==> src/rtl/pipe_stage_chain.sv <==
// Elastic chain of DEPTH valid/ready register stages with bubble collapsing,
// per-stage flush that refills killed slots with NOP_VAL, and occupancy/kill counters.
module pipe_stage_chain #(
  parameter int WIDTH = 32,
  parameter int DEPTH = 4,
  parameter logic [WIDTH-1:0] NOP_VAL = '0
) (
  input  logic             clk,
  input  logic             rst,
  input  logic             in_valid,
  output logic             in_ready,
  input  logic [WIDTH-1:0] in_data,
  output logic             out_valid,
  input  logic             out_ready,
  output logic [WIDTH-1:0] out_data,
  input  logic             flush,
  input  logic [DEPTH-1:0] flush_mask,
  output logic [3:0]       occ,
  output logic [7:0]       kill_cnt
);

  logic [DEPTH-1:0] vld;
  logic [DEPTH-1:0] vld_nxt;
  logic [DEPTH-1:0] ev;
  logic [DEPTH-1:0] rdy;
  logic [DEPTH-1:0] kill;
  logic [DEPTH-1:0] src_vld;
  logic [WIDTH-1:0] dat     [DEPTH];
  logic [WIDTH-1:0] dat_nxt [DEPTH];
  logic [WIDTH-1:0] src_dat [DEPTH];

  function automatic logic [3:0] count_ones(input logic [DEPTH-1:0] b);
    logic [3:0] c;
    c = '0;
    for (int i = 0; i < DEPTH; i++) c = c + {3'b000, b[i]};
    return c;
  endfunction

  function automatic logic [7:0] sat_add(input logic [7:0] a, input logic [3:0] n);
    logic [8:0] s;
    s = {1'b0, a} + {5'b00000, n};
    return s[8] ? 8'hFF : s[7:0];
  endfunction

  // The last stage is never masked out of ev: a flush there cannot pre-empt a
  // consumer handshake, it only kills the item when out_ready is low.
  for (genvar g = 0; g < DEPTH; g++) begin : g_stage
    if (g == DEPTH - 1) begin : g_last
      assign ev[g]   = vld[g];
      assign kill[g] = vld[g] & flush & flush_mask[g] & ~out_ready;
    end else begin : g_mid
      assign ev[g]   = vld[g] & ~(flush & flush_mask[g]);
      assign kill[g] = vld[g] & flush & flush_mask[g];
    end
    if (g == 0) begin : g_src_in
      assign src_vld[g] = in_valid;
      assign src_dat[g] = in_data;
    end else begin : g_src_up
      assign src_vld[g] = ev[g-1];
      assign src_dat[g] = dat[g-1];
    end
  end

  always_comb begin
    logic r;
    r   = out_ready;
    rdy = '0;
    for (int i = DEPTH - 1; i >= 0; i--) begin
      r      = ~ev[i] | r;
      rdy[i] = r;
    end
  end

  always_comb begin
    vld_nxt = vld;
    for (int i = 0; i < DEPTH; i++) begin
      dat_nxt[i] = dat[i];
      if (rdy[i]) begin
        vld_nxt[i] = src_vld[i];
        dat_nxt[i] = src_vld[i] ? src_dat[i] : NOP_VAL;
      end else if (kill[i]) begin
        vld_nxt[i] = 1'b0;
        dat_nxt[i] = NOP_VAL;
      end
    end
  end

  // Stage registers and statistics
  always_ff @(posedge clk) begin
    if (!rst) begin
      vld      <= '0;
      occ      <= '0;
      kill_cnt <= '0;
      for (int i = 0; i < DEPTH; i++) dat[i] <= NOP_VAL;
    end else begin
      vld      <= vld_nxt;
      occ      <= count_ones(vld_nxt);
      kill_cnt <= sat_add(kill_cnt, count_ones(kill));
      for (int i = 0; i < DEPTH; i++) dat[i] <= dat_nxt[i];
    end
  end

  assign in_ready  = rdy[0];
  assign out_valid = vld[DEPTH-1];
  assign out_data  = dat[DEPTH-1];

endmodule
==> config.mk <==
export PLATFORM = sky130hd
export DESIGN_NAME = pipe_stage_chain
export DESIGN_NICKNAME = d
export VERILOG_FILES = /design/src/rtl/pipe_stage_chain.sv
export SDC_FILE = /design/constraint.sdc
export NUM_CORES = 1
export LEC_CHECK = 0
export CAP_MARGIN = 20
export CELL_PAD_IN_SITES_DETAIL_PLACEMENT = 1
export CELL_PAD_IN_SITES_GLOBAL_PLACEMENT = 1
export CORE_ASPECT_RATIO = 1.4
export CORE_UTILIZATION = 43
export DETAILED_ROUTE_END_ITERATION = 16
export PLACE_DENSITY = 0.91
export SKIP_LAST_GASP = 1
export SYNTH_ARGS = -nofsm -noshare
export SYNTH_HDL_FRONTEND = slang
export SYNTH_SLANG_ARGS = --single-unit
==> constraint.sdc <==
create_clock -name clk -period 5.2 [get_ports clk]
set_clock_uncertainty 0.1 [all_clocks]
set_input_delay 0.78 -clock clk [delete_from_list [all_inputs] [get_ports clk]]
set_output_delay 0.78 -clock clk [all_outputs]
set_load 0.1 [all_outputs]
Yosys cells after proc, flatten, opt, wreduce, memory -nomap -nowiden
Memories as Yosys holds them, arrays and structs flattened.
Index checks and enable logic that the tools add are counted.
{"block": "word_totals", "register_bits": 16, "ramBits": 128, "memories": 1, "out_inout_bits": 46}
{"block": "classes", "n_addsub": 7, "n_bitwise": 31, "n_mux": 27}
{"name": "dat", "depth": 4, "word_bits": 32, "read_ports": 4, "rd_clocked_by_memory_dff": 0, "wr": 4, "line_no": "28", "rtl": "logic [WIDTH-1:0] dat [DEPTH];"}
{"operator": "32-bit two-way mux", "n": 16}
{"operator": "1-bit AND", "n": 15}
{"operator": "1-bit two-way mux", "n": 10}
{"operator": "8-bit by 4-bit adder with 9-bit output", "n": 1}
{"operator": "3-bit by 1-bit adder with 4-bit output", "n": 2}
{"operator": "8-bit two-way mux", "n": 1}
{"operator": "1-bit inverter", "n": 8}
{"operator": "1-bit bitwise OR", "n": 8}
{"operator": "2-bit by 1-bit adder with 3-bit output", "n": 2}
{"operator": "1-bit by 1-bit adder with 2-bit output", "n": 2}

Depth between registers and ports, before layout
Gate-level depths: netlist of run 1.
{"block": "logic_depth", "word_depth": 11, "depth_mapped": 10, "mapped_depth_nobuf": 9}

Worst setup path after synthesis of run 1
OpenSTA, ideal clock, no wires.
{"block": "synth_path", "path_kind": "register to register", "start": "register vld[3]", "end": "register occ[1]", "setup_slack_ps": 1991, "t_arrival_ps": 2994, "path_buffers": 1, "stages_incl_launch_ff": 10, "cell_sequence": "dfxtp_1 > nand2b_1 > nor4_4 > buf_6 > nor2_1 > fa_1 > inv_1 > ha_1 > ha_1 > and2_1"}
{"block": "synth_via", "elab_chain_len": 9}
{"element": "from (decl)", "line_no": "22", "rtl": "logic [DEPTH-1:0] vld;"}
{"element": "from (signal assigned)", "line_no": "96", "rtl": "vld <= vld_nxt;"}
{"element": "1-bit inverter", "line_no": "69", "rtl": "r = ~ev[i] | r;"}
{"element": "1-bit bitwise OR (4 in series)", "line_no": "69"}
{"element": "1-bit two-way mux", "line_no": "78", "rtl": "if (rdy[i]) begin"}
{"element": "1-bit by 1-bit adder with 2-bit output", "line_no": "35", "rtl": "for (int i = 0; i < DEPTH; i++) c = c + {3'b000, b[i]};"}
{"element": "2-bit by 1-bit adder with 3-bit output", "line_no": "35"}
{"element": "3-bit by 1-bit adder with 4-bit output *", "line_no": "35"}
{"element": "to (signal assigned)", "line_no": "97", "rtl": "occ <= count_ones(vld_nxt);"}
{"element": "to (decl)", "line_no": "18", "rtl": "output logic [3:0] occ,"}
Mark *: on every way between the ends. The rest lies on a longest branch, timed or not.
A chain may end at the register's enable or synchronous reset.

Worst setup path after layout of run 1
{"block": "layout_path", "start": "input port flush", "end": "output port in_ready"}
{"block": "layout_via", "elab_chain_len": 7}
{"element": "from (decl)", "line_no": "16", "rtl": "input logic flush,"}
{"element": "1-bit AND", "line_no": "52", "rtl": "assign ev[g] = vld[g] & ~(flush & flush_mask[g]);"}
{"element": "1-bit inverter", "line_no": "52"}
{"element": "1-bit AND", "line_no": "52"}
{"element": "1-bit inverter", "line_no": "69"}
{"element": "1-bit bitwise OR (2 in series)", "line_no": "69"}
{"element": "1-bit bitwise OR *", "line_no": "69"}
{"element": "to (decl)", "line_no": "11", "rtl": "output logic in_ready,"}
Marks and branches as above.

==> impl_results.md, run 1 <==
* Slew Viols, Final at 0
* Setup TNS at 0 ps
* Final Hold Fails at 0
* Top Ports at 87
* CP max stage cell: clkdlybuf4s50_1
* Top Layer Used: met4
* Final Cell Area at about 7000 sq um
* Root buf cell: clkbuf_16
* Final HPWL DP at roughly 9100 microns
* CP dominant cell by count: buf_4
* Share of layout cells above drive strength 1 at roughly 7.4%
* Synth Area in Compound Gates at between 15 and 20%
* Relative slew slack at 32.5%
* Drt wl/cell at roughly 19 microns
* Post-synthesis xor/xnor area fraction at less than 1%
* Combinational family with the most area after synthesis: simple AND/OR/NAND/NOR gates
* Peak Freq at 262 MHz
* Largest net degree at the start of global routing at 70
* Worst Max-Slew Pin Slew at around 1000 ps
* CTS Buffer Depth at 2
* TritonCTS clock tree: built
* CP max stage delay at about 640 ps
* First-pass GRT wire length at between 20000 and 30000 microns
* First-iteration detailed-routing DRC count at 270
* Critical path, cell by cell: clkdlybuf4s50_1, a21bo_2, nor4_4, buf_4, inv_1, buf_4
* Post-Syn Area per Cell at slightly below 9 sq um
* Clk_lat worst skew at approximately 430 ps
* Tcrit/Tclk final at 73.5%
* Grt ovf at 0
* Syn Std Cell Area at 5400 sq um
* Die area at ~13000 sq um
* Detailed-route via count at about 4.7k
* Top_reg_cell synth: dfxtp_1
* Hold path startpoint: dat[2][30]$_SDFFE_PN0P_
* Mux contribution to synthesized area at less than 1%
* Sw Ratio at 20.7%
* Die height at roughly 130 microns
* Yosys warning total at 0
* Total core area at roughly 12000 sq um
* I/O Buffers at 85
* Sequential fraction of the synthesis area at a little over half
* Hold WC Path Type: register to register
* Switching power at approximately 0.56 mW
* Combinational Power Share at roughly 4.3%
* Die width at between 90 and 100 microns
* P&R area growth vs syn at 29.3%
* Antenna cell count at 0
* CP delay by family, top: buffers and inverters
* Gate count of the mapped netlist at between 600 and 700
* Critical Path AT at roughly 2900 ps
* Initial DRT Pass Iterations at 4
* Vias in the first global route at 4820
* Clock Sink Count at about 140
* Post-synthesis async set-or-reset flop share at 0%
* Met1 Wirelength at around 7000 microns
* Max Cap Viol at 0
* Post-CTS setup buffer count at 0
* Setup violations, final at 0
* RD Place Congestion at 0.799
* Leakage at roughly 2.4 nW
* Seq cells post-synth at 143
* Critical path startpoint: flush
* Metal3 WL at about 580 microns
* Clk pin slew, worst setup/hold paths at roughly 60 ps
* Cell internal pwr at approximately 2.2 mW
* CTS resizes at 0
* RR Startpoint: vld[3]$_SDFF_PN0_
* Critical Path RT at about 4300 ps
* TritonCTS Buffers at 17
* Crit path capture type: output port
* Flop pwr share at ~41%
* Status: finished, final reports clean
* Crit-path max FO at 65
* Final ANT Viol Nets at 0
* Crit path buf inv count at 4
* Max IR drop VDD at ~0.0002 V
* GRT Overall Usage at approximately a quarter
* Post-route DRC violation count at 0
* Row cnt at 48
* Final Util at between 50 and 60%
* Critical Path Start Type: input port
* Crit path time final at about 3800 ps
* Crit path kind: input port to output port
* Post-Synth Adder-Cell Area at about 2.2%
* DR WL met2 at around 8400 microns
* Initial antenna violation count at 0
* CTS Hold Buffers Added at 0
* Initial Util at roughly 44%
* Placed cell area at between 6000 and 7000 sq um
* Filler cells at 1409
* Net Count, Synth at ~670
* # nets final at ~730
* RSZ-0062 raised after global routing: no
* H-Tree Depth at 4
* Clock share of power at approximately 54%
* Vias per Instance at 5.61
* Netlist cell types at 40
* Post-synthesis simple-gate area fraction at between 20 and 25%
* Drt total wl at between 15000 and 20000 microns
* Cell Pwr Density at 388 nW/um^2
* Number of synthesized flops with an enable pin at 0
[cells in the mapped netlist, drive strengths merged (4+ instances only)]
master  count  area [sq um]
a21oi      72           360
a22oi      32           240
and2        4          25.0
buf        23           165
clkbuf     31           118
dfxtp     143          2860
fa          4          80.1
inv         8          30.0
nand2      98           368
nand3      67           335
nand3b     32           240
nor2       39           146
o21ai      34           170
[logic make-up (layout without fill, tap and decap cells)]
group | after synthesis | count (layout)
buffers and inverters | 62 | 135
flip-flops | 143 | 143
XOR/XNOR | 3 | 3
other | 1 | 1
adder cells (fa/ha/maj) | 7 | 7
multiplexers | 1 | 1
AO/OA/AOI/OAI | 148 | 148
AND/OR/NAND/NOR | 253 | 253
[power by group through the flow]
stage               combinational [mW]  sequential, mW  clock, mW
floorplan                       0.0488            1.15          0
global placement                 0.104            1.14          0
detailed placement               0.109            1.14          0
CTS                              0.112            1.12       1.48
global route                     0.124            1.12       1.53
finish                           0.116            1.12       1.47
[metrics by stage]
stage	std cells	total power, mW	setup slack (ps)	hold WS (ps)
floorplan	618	1.20	1990	332
global placement	805	1.25	1410	342
detailed placement	806	1.25	1220	346
CTS	838	2.71	1380	360
global route	841	2.78	1230	381
finish	841	2.71	1380	358
[per-layer routing]
layer  global-route usage (%)  vias to the layer above
met3                     4.71                       32
met1                     29.6                     2316
met4                     10.2                        0
met5                        0                        -
met2                     43.0                      134
li1                         -                     2236
[flip-flops by register name, summed over array words and instances, names as in the netlist]
name,flops
dat,128
kill_cnt,8
vld,4
occ,3
[placed cells by master, fill, tap and decap left out, drive strengths merged, types with 8 or more instances in the layout]
| cell | Yosys | layout |
|---|---|---|
| dfxtp | 143 | 143 |
| buf | 23 | 11 |
| o21ai | 34 | 34 |
| a22oi | 32 | 32 |
| nand3 | 67 | 67 |
| nor2 | 39 | 39 |
| clkbuf | 31 | 20 |
| nand3b | 32 | 32 |
| a21oi | 72 | 72 |
| bufinv | 0 | 8 |
| clkdlybuf4s50 | 0 | 84 |
| nand2 | 98 | 98 |
| inv | 8 | 8 |
[path summary, 6_finish.rpt]
check,slack (ps),to,cells after the start
setup / recovery,1380,in_ready,6
hold / removal,360,dat[2][30]$_SDFFE_PN0P_,2
setup reg to reg,2220,occ[1]$_SDFF_PN0_,9
hold reg to reg,360,dat[2][30]$_SDFFE_PN0P_,2
[cell type report]
cell class / instances / area (sq um) / area share, %
multi-input combinational: 413 / 2250 / 32.2
tap: 150 / 188 / 2.69
clock buffer: 20 / 437 / 6.25
timing repair buffer: 95 / 958 / 13.7
inverter: 8 / 30.0 / 0.430
clock inverter: 12 / 263 / 3.76
sequential: 143 / 2860 / 41.0
[tightest hold or removal path, delay by kind of cell, from the launching register on]
| family | cells | cell delay (ps) |
|---|---|---|
| simple gates | 1 | 50 |
| flops | 1 | 310 |
| compound gates | 1 | 50 |
Note: power is estimated with default switching activity, not from simulation.
==> run 2: changes to the inputs <==
--- a/config.mk
+++ b/config.mk
@@ -9,9 +9,9 @@
 export CELL_PAD_IN_SITES_DETAIL_PLACEMENT = 1
 export CELL_PAD_IN_SITES_GLOBAL_PLACEMENT = 1
 export CORE_ASPECT_RATIO = 1.4
-export CORE_UTILIZATION = 43
+export CORE_UTILIZATION = 36
 export DETAILED_ROUTE_END_ITERATION = 16
-export PLACE_DENSITY = 0.91
+export PLACE_DENSITY = 0.82
 export SKIP_LAST_GASP = 1
 export SYNTH_ARGS = -nofsm -noshare
 export SYNTH_HDL_FRONTEND = slang
==> constraint.sdc (replaced) <==
create_clock -name clk -period 3.1 [get_ports clk]
set_clock_uncertainty 0.1 [all_clocks]
set_input_delay 0.465 -clock clk [delete_from_list [all_inputs] [get_ports clk]]
set_output_delay 0.465 -clock clk [all_outputs]
set_load 0.1 [all_outputs]
==> impl_results.md, run 2 (synthesis gave the netlist of run 1 again) <==
* Status: finished, final reports clean
* Tcrit/Tclk final at roughly 94%
* Die area at approximately 16000 sq um
* Cell Pwr Density at 609 nW/um^2
* Setup violations, final at 0
* Final Hold Fails at 0
* Drt wl/cell at 15.7 microns
* Leakage at around 2.5 nW
* Relative slew slack at between 50% and 60%
* Commonest non-fill, non-tap cells in the layout: 142 x dfxtp_1, 98 x nand2_1, 71 x a21oi_1, 67 x nand3_1, 61 x buf_4
* P&R area growth vs syn at 28.0%
* Post-route setup slack at between 150 and 200 ps
* TritonCTS Buffers at 17
* GRT Overall Usage at 19.0%
* Hold WC Path Type: register to register
* Crit path capture type: output port
* Die height at around 150 microns
* Vias in the first global route at between 4k and 5k
* RSZ-0062 raised after global routing: no
* RD Place Congestion at 0.736
* Detailed-route via count at about 4.5k
* First-pass GRT wire length at between 20000 and 25000 microns
* Multi-input logic area at 2250 sq um
* H-Tree Depth at 4
* Post-CTS setup buffer count at 0
* Setup TNS at 0 ps
* Final HPWL DP at around 9400 microns
* First-iteration detailed-routing DRC count at 276
* Critical Path Start Type: input port
* Pre-CTS WS at -188 ps
* Top Ports at 87
* Row cnt at 52
* Power after layout at between 4 and 5 mW
* Crit path time final at roughly 3000 ps
* Filler cells at 1681
* Drt total wl at between 10000 and 15000 microns
* Grt ovf at 0
* Clk_lat worst skew at 420 ps
* Critical Path RT at 2530 ps
* Max IR drop VDD at ~0.00027 V
* Flop pwr share at around 45%
* Antenna cell count at 0
* Total core area at ~15000 sq um
* TritonCTS clock tree: built
* Seq. cell area at around 2900 sq um
* CTS Buffer Depth at 2
* Peak Freq at 342 MHz
* Max Cap Viol at 0
* Critical Path AT at ~2400 ps
* Worst Max-Slew Pin Slew at between 600 and 700 ps
* Post-route DRC violation count at 0
* Number of flip-flops in the largest register at approximately 130
* Share of layout cells above drive strength 1 at approximately 15%
* Crit path kind: input port to output port
* Clk pin slew, worst setup/hold paths at approximately 50 ps
* Cell internal pwr at between 3 and 4 mW
* Root buf cell: clkbuf_16
* Largest registers: dat: 128 flops, kill_cnt: 8 flops, vld: 4 flops
* Combinational Power Share at ~4.6%
* Final Cell Area at slightly below 7000 sq um
* Sw Ratio at between 20% and 30%
* Initial antenna violation count at 0
* Slew Viols, Final at 0
* Placed cell area at roughly 6300 sq um
* Clock share of power at between 50% and 60%
* Most common cell after layout, fill and taps aside: dfxtp_1
* Die width at ~110 microns
* Switching power at ~0.9 mW
* Largest net degree at the start of global routing at 66
* Initial Util at 37.1%
* I/O Buffers at 85
* Crit-path max FO at 65
* Final ANT Viol Nets at 0
* Largest Register: dat
* # nets final at ~740
* Clock Sink Count at between 100 and 150
* Hold slack at 353 ps
* Initial DRT Pass Iterations at 5
* Vias per Instance at approximately 5.1
## run 2: cell count changes in the layout (fill, tap and decap cells not counted), moves of 2 or more
cell             delta
buf_4              +54
clkbuf_1            -3
clkinv_4            +2
clkdlybuf4s50_1    -44
buf_8               -3
clkinvlp_4          +2
bufinv_16           -4
## run 2: per-layer routing
layer  wire length (microns)  track usage, %
met5                       0               0
met2                    7090            32.8
met3                     519            4.44
met4                     244            7.36
met1                    6070            22.8
## run 2: critical path, stage by stage
cell and delay [ps]:
clkdlybuf4s50_1 450, buf_4 180, a21bo_2 260, nor4_4 260
buf_6 400, inv_1 150, buf_12 190
## run 2: worst paths after layout
check,startpoint,end,cells past startpoint,slack (ps)
worst max-delay path,flush,in_ready,7,170
worst min-delay path,dat[1][22]$_SDFFE_PN0P_,dat[1][22]$_SDFFE_PN0P_,2,350
worst max register to register,vld[2]$_SDFF_PN0_,kill_cnt[0]$_SDFF_PN0_,9,400
worst min register to register,dat[1][22]$_SDFFE_PN0P_,dat[1][22]$_SDFFE_PN0P_,2,350
## run 2: repair_timing
action,CTS,global route
gates resized for setup,0,1
setup endpoints to repair,0,1
hold buffers,0,0
## run 2: area by class of cell
cell class | instances | share of cell area, %
sequential | 143 | 41.4
timing repair buffer | 104 | 13.2
tap | 189 | 3.42
clock buffer | 18 | 6.35
multi-input combinational | 413 | 32.5
clock inverter | 14 | 2.73
inverter | 8 | 0.434
## run 2: power by group through the flow
stage | Clock (mW) | Combinational (mW) | Sequential, mW
final | 2.14 | 0.193 | 1.88
after CTS | 2.17 | 0.195 | 1.88
after floorplan | 0 | 0.0818 | 1.94
after global routing | 2.26 | 0.209 | 1.88
after detailed placement | 0 | 0.192 | 1.92
after global placement | 0 | 0.187 | 1.92
## run 2: through the flow
step | std cells | util, %
floorplan | 618 | -
global placement | 857 | 43.1
detailed placement | 857 | 43.1
CTS | 889 | 47.4
global route | 889 | 47.5
finish | 889 | 47.5
==> run 3: changes to the inputs <==
--- a/config.mk
+++ b/config.mk
@@ -12,6 +12,7 @@
 export CORE_UTILIZATION = 36
 export DETAILED_ROUTE_END_ITERATION = 16
 export PLACE_DENSITY = 0.82
+export REMOVE_ABC_BUFFERS = 1
 export SKIP_LAST_GASP = 1
 export SYNTH_ARGS = -nofsm -noshare
 export SYNTH_HDL_FRONTEND = slang
==> impl_results.md, run 3 (synthesis gave the netlist of run 1 again) <==
* Post-route DRC violation count at 0
* Largest registers: dat: 128 flops, kill_cnt: 8 flops, vld: 4 flops
* RR Startpoint: vld[2]$_SDFF_PN0_
* RSZ-0062 raised after global routing: no
* CP max stage cell: clkdlybuf4s50_1
* Drt total wl at around 15000 microns
* CP max stage delay at 440 ps
* First-pass GRT wire length at between 20000 and 30000 microns
* Crit path capture type: output port
* Crit path kind: input port to output port
* Die height at around 150 microns
* Hold WC Path Type: register to register
* Final Cell Area at about 7000 sq um
* Final ANT Viol Nets at 0
* Leakage at about 2.5 nW
* Final HPWL DP at 9410 microns
* Clk pin slew, worst setup/hold paths at 60 ps
* Hold Path Cell Cnt at 2
* Hold path startpoint: dat[1][0]$_SDFFE_PN0P_
* Initial antenna violation count at 0
* Critical Path AT at about 2400 ps
* Setup violations, final at 0
* Pre-CTS WS at -163 ps
* Tcrit/Tclk final at a little over nine tenths
* Max Cap Viol at 0
* Reg-to-reg endpoint: kill_cnt[0]$_SDFF_PN0_
* Share of layout cells above drive strength 1 at approximately 15%
* Peak Freq at ~340 MHz
* Clock Sink Count at roughly 140
* Relative slew slack at approximately 56%
* Post-route setup slack at ~150 ps
* Detailed-route via count at 4625
* TritonCTS Buffers at 17
* Root buf cell: clkbuf_16
* R2R Setup Slk at approximately 430 ps
* Clk_lat worst skew at 410 ps
* # nets final at between 700 and 800
* TritonCTS clock tree: built
* Crit path time final at roughly 3000 ps
* Slew Viols, Final at 0
* # placed instances at between 800 and 900
* Hold Path Sink: dat[1][0]$_SDFFE_PN0P_
* First-iteration detailed-routing DRC count at about 180
* Total core area at 14600 sq um
* Largest Register: dat
* GRT Overall Usage at between 20% and 30%
* Max IR drop VDD at approximately 0.00034 V
* Placed cell area at about 6300 sq um
* Row cnt at 52
* Die area at 15500 sq um
* Die width at approximately 110 microns
* Grt ovf at 0
* Initial Util at 37.1%
* Top Ports at 87
* Critical path, cell by cell: clkdlybuf4s50_1, buf_4, a21bo_2, nor4_4, clkbuf_8, inv_1, buf_12
* CTS Buffer Depth at 2
* RD Place Congestion at 0.833
* Crit-path max FO at 65
* Vias in the first global route at 5081
* Status: finished, final reports clean
* P&R area growth vs syn at 29.5%
* Critical Path RT at ~2500 ps
* Worst Max-Slew Pin Slew at approximately 660 ps
* Final Hold Fails at 0
* Initial DRT Pass Iterations at 4
* Antenna cell count at 0
* R2R depth at 9
* Most common cell after layout, fill and taps aside: dfxtp_1
* Largest net degree at the start of global routing at 66
* Drt wl/cell at ~17 microns
* Power after layout at around 4.3 mW
* Commonest non-fill, non-tap cells in the layout: 143 x dfxtp_1, 98 x nand2_1, 71 x a21oi_1, 67 x nand3_1, 60 x buf_4
* Vias per Instance at 5.20
* Critical Path Start Type: input port
* I/O Buffers at 85
* Number of flip-flops in the largest register at around 130
* Cell Pwr Density at ~620 nW/um^2
* H-Tree Depth at 4
* Post-CTS setup buffer count at 0
* Cell Count, Final, Fillers Out at between 800 and 900
run 3: changes by cell type in the layout (fill, tap and decap cells not counted), moves of 2 or more:
cell / delta
clkbuf_8: +7
a21boi_4: +2
a21boi_2: -2
clkinv_2: -2
run 3: final cells by class:
class                           count  area, sq um
Fill cell                        1711         7580
Sequential cell                   143         2860
Multi-Input combinational cell    413         2280
Timing Repair Buffer              104          920
Clock buffer                       24          522
Tap cell                          189          236
Clock inverter                      8          149
Inverter                            8         31.3
run 3: how the worst max path moves through the flow:
stage,to,slack [ps],depth (start not counted),from
finish,in_ready,150,7,flush
global route,in_ready,7,7,flush
CTS,in_ready,120,7,flush
detailed placement,kill_cnt[0]$_SDFF_PN0_,-160,10,flush_mask[0]
global placement,kill_cnt[0]$_SDFF_PN0_,40,10,flush_mask[0]
floorplan,occ[1]$_SDFF_PN0_,-2560,8,vld[3]$_SDFF_PN0_
run 3: what timing repair did:
item                                    4_1_cts  5_1_grt
endpoints found under the setup margin        1        1
gates resized for setup                       1        1
hold buffers                                  0        0
run 3: critical path, delay by kind of cell:
| kind | cells | cell delay (ps) |
|---|---|---|
| AND/OR/NAND/NOR | 1 | 260 |
| buffers and inverters | 5 | 1350 |
| AO/OA/AOI/OAI | 1 | 260 |
run 3: where the power goes:
part	internal [mW]	switching, mW	leakage [nW]	total, mW
combinational	0.0822	0.124	1.06	0.207
clock	1.50	0.762	0.325	2.26
sequential	1.86	0.0148	1.16	1.88
run 3: through the flow:
| step | hold slack (ps) | setup TNS [ps] | util, % |
|---|---|---|---|
| floorplan | 332 | -66380 | - |
| global placement | 340 | 0 | 43.4 |
| detailed placement | 344 | -809 | 43.4 |
| CTS | 353 | 0 | 48.0 |
| global route | 367 | 0 | 48.0 |
| finish | 351 | 0 | 48.0 |
run 3: metal layers:
| layer | routed length [microns] | share of wire (%) | global-route usage [%] |
|---|---|---|---|
| met4 | 400 | 2.6 | 9.24 |
| met1 | 5880 | 38 | 21.8 |
| met3 | 567 | 3.7 | 4.84 |
| met5 | 0 | 0 | 0 |
| met2 | 8480 | 55 | 39.6 |
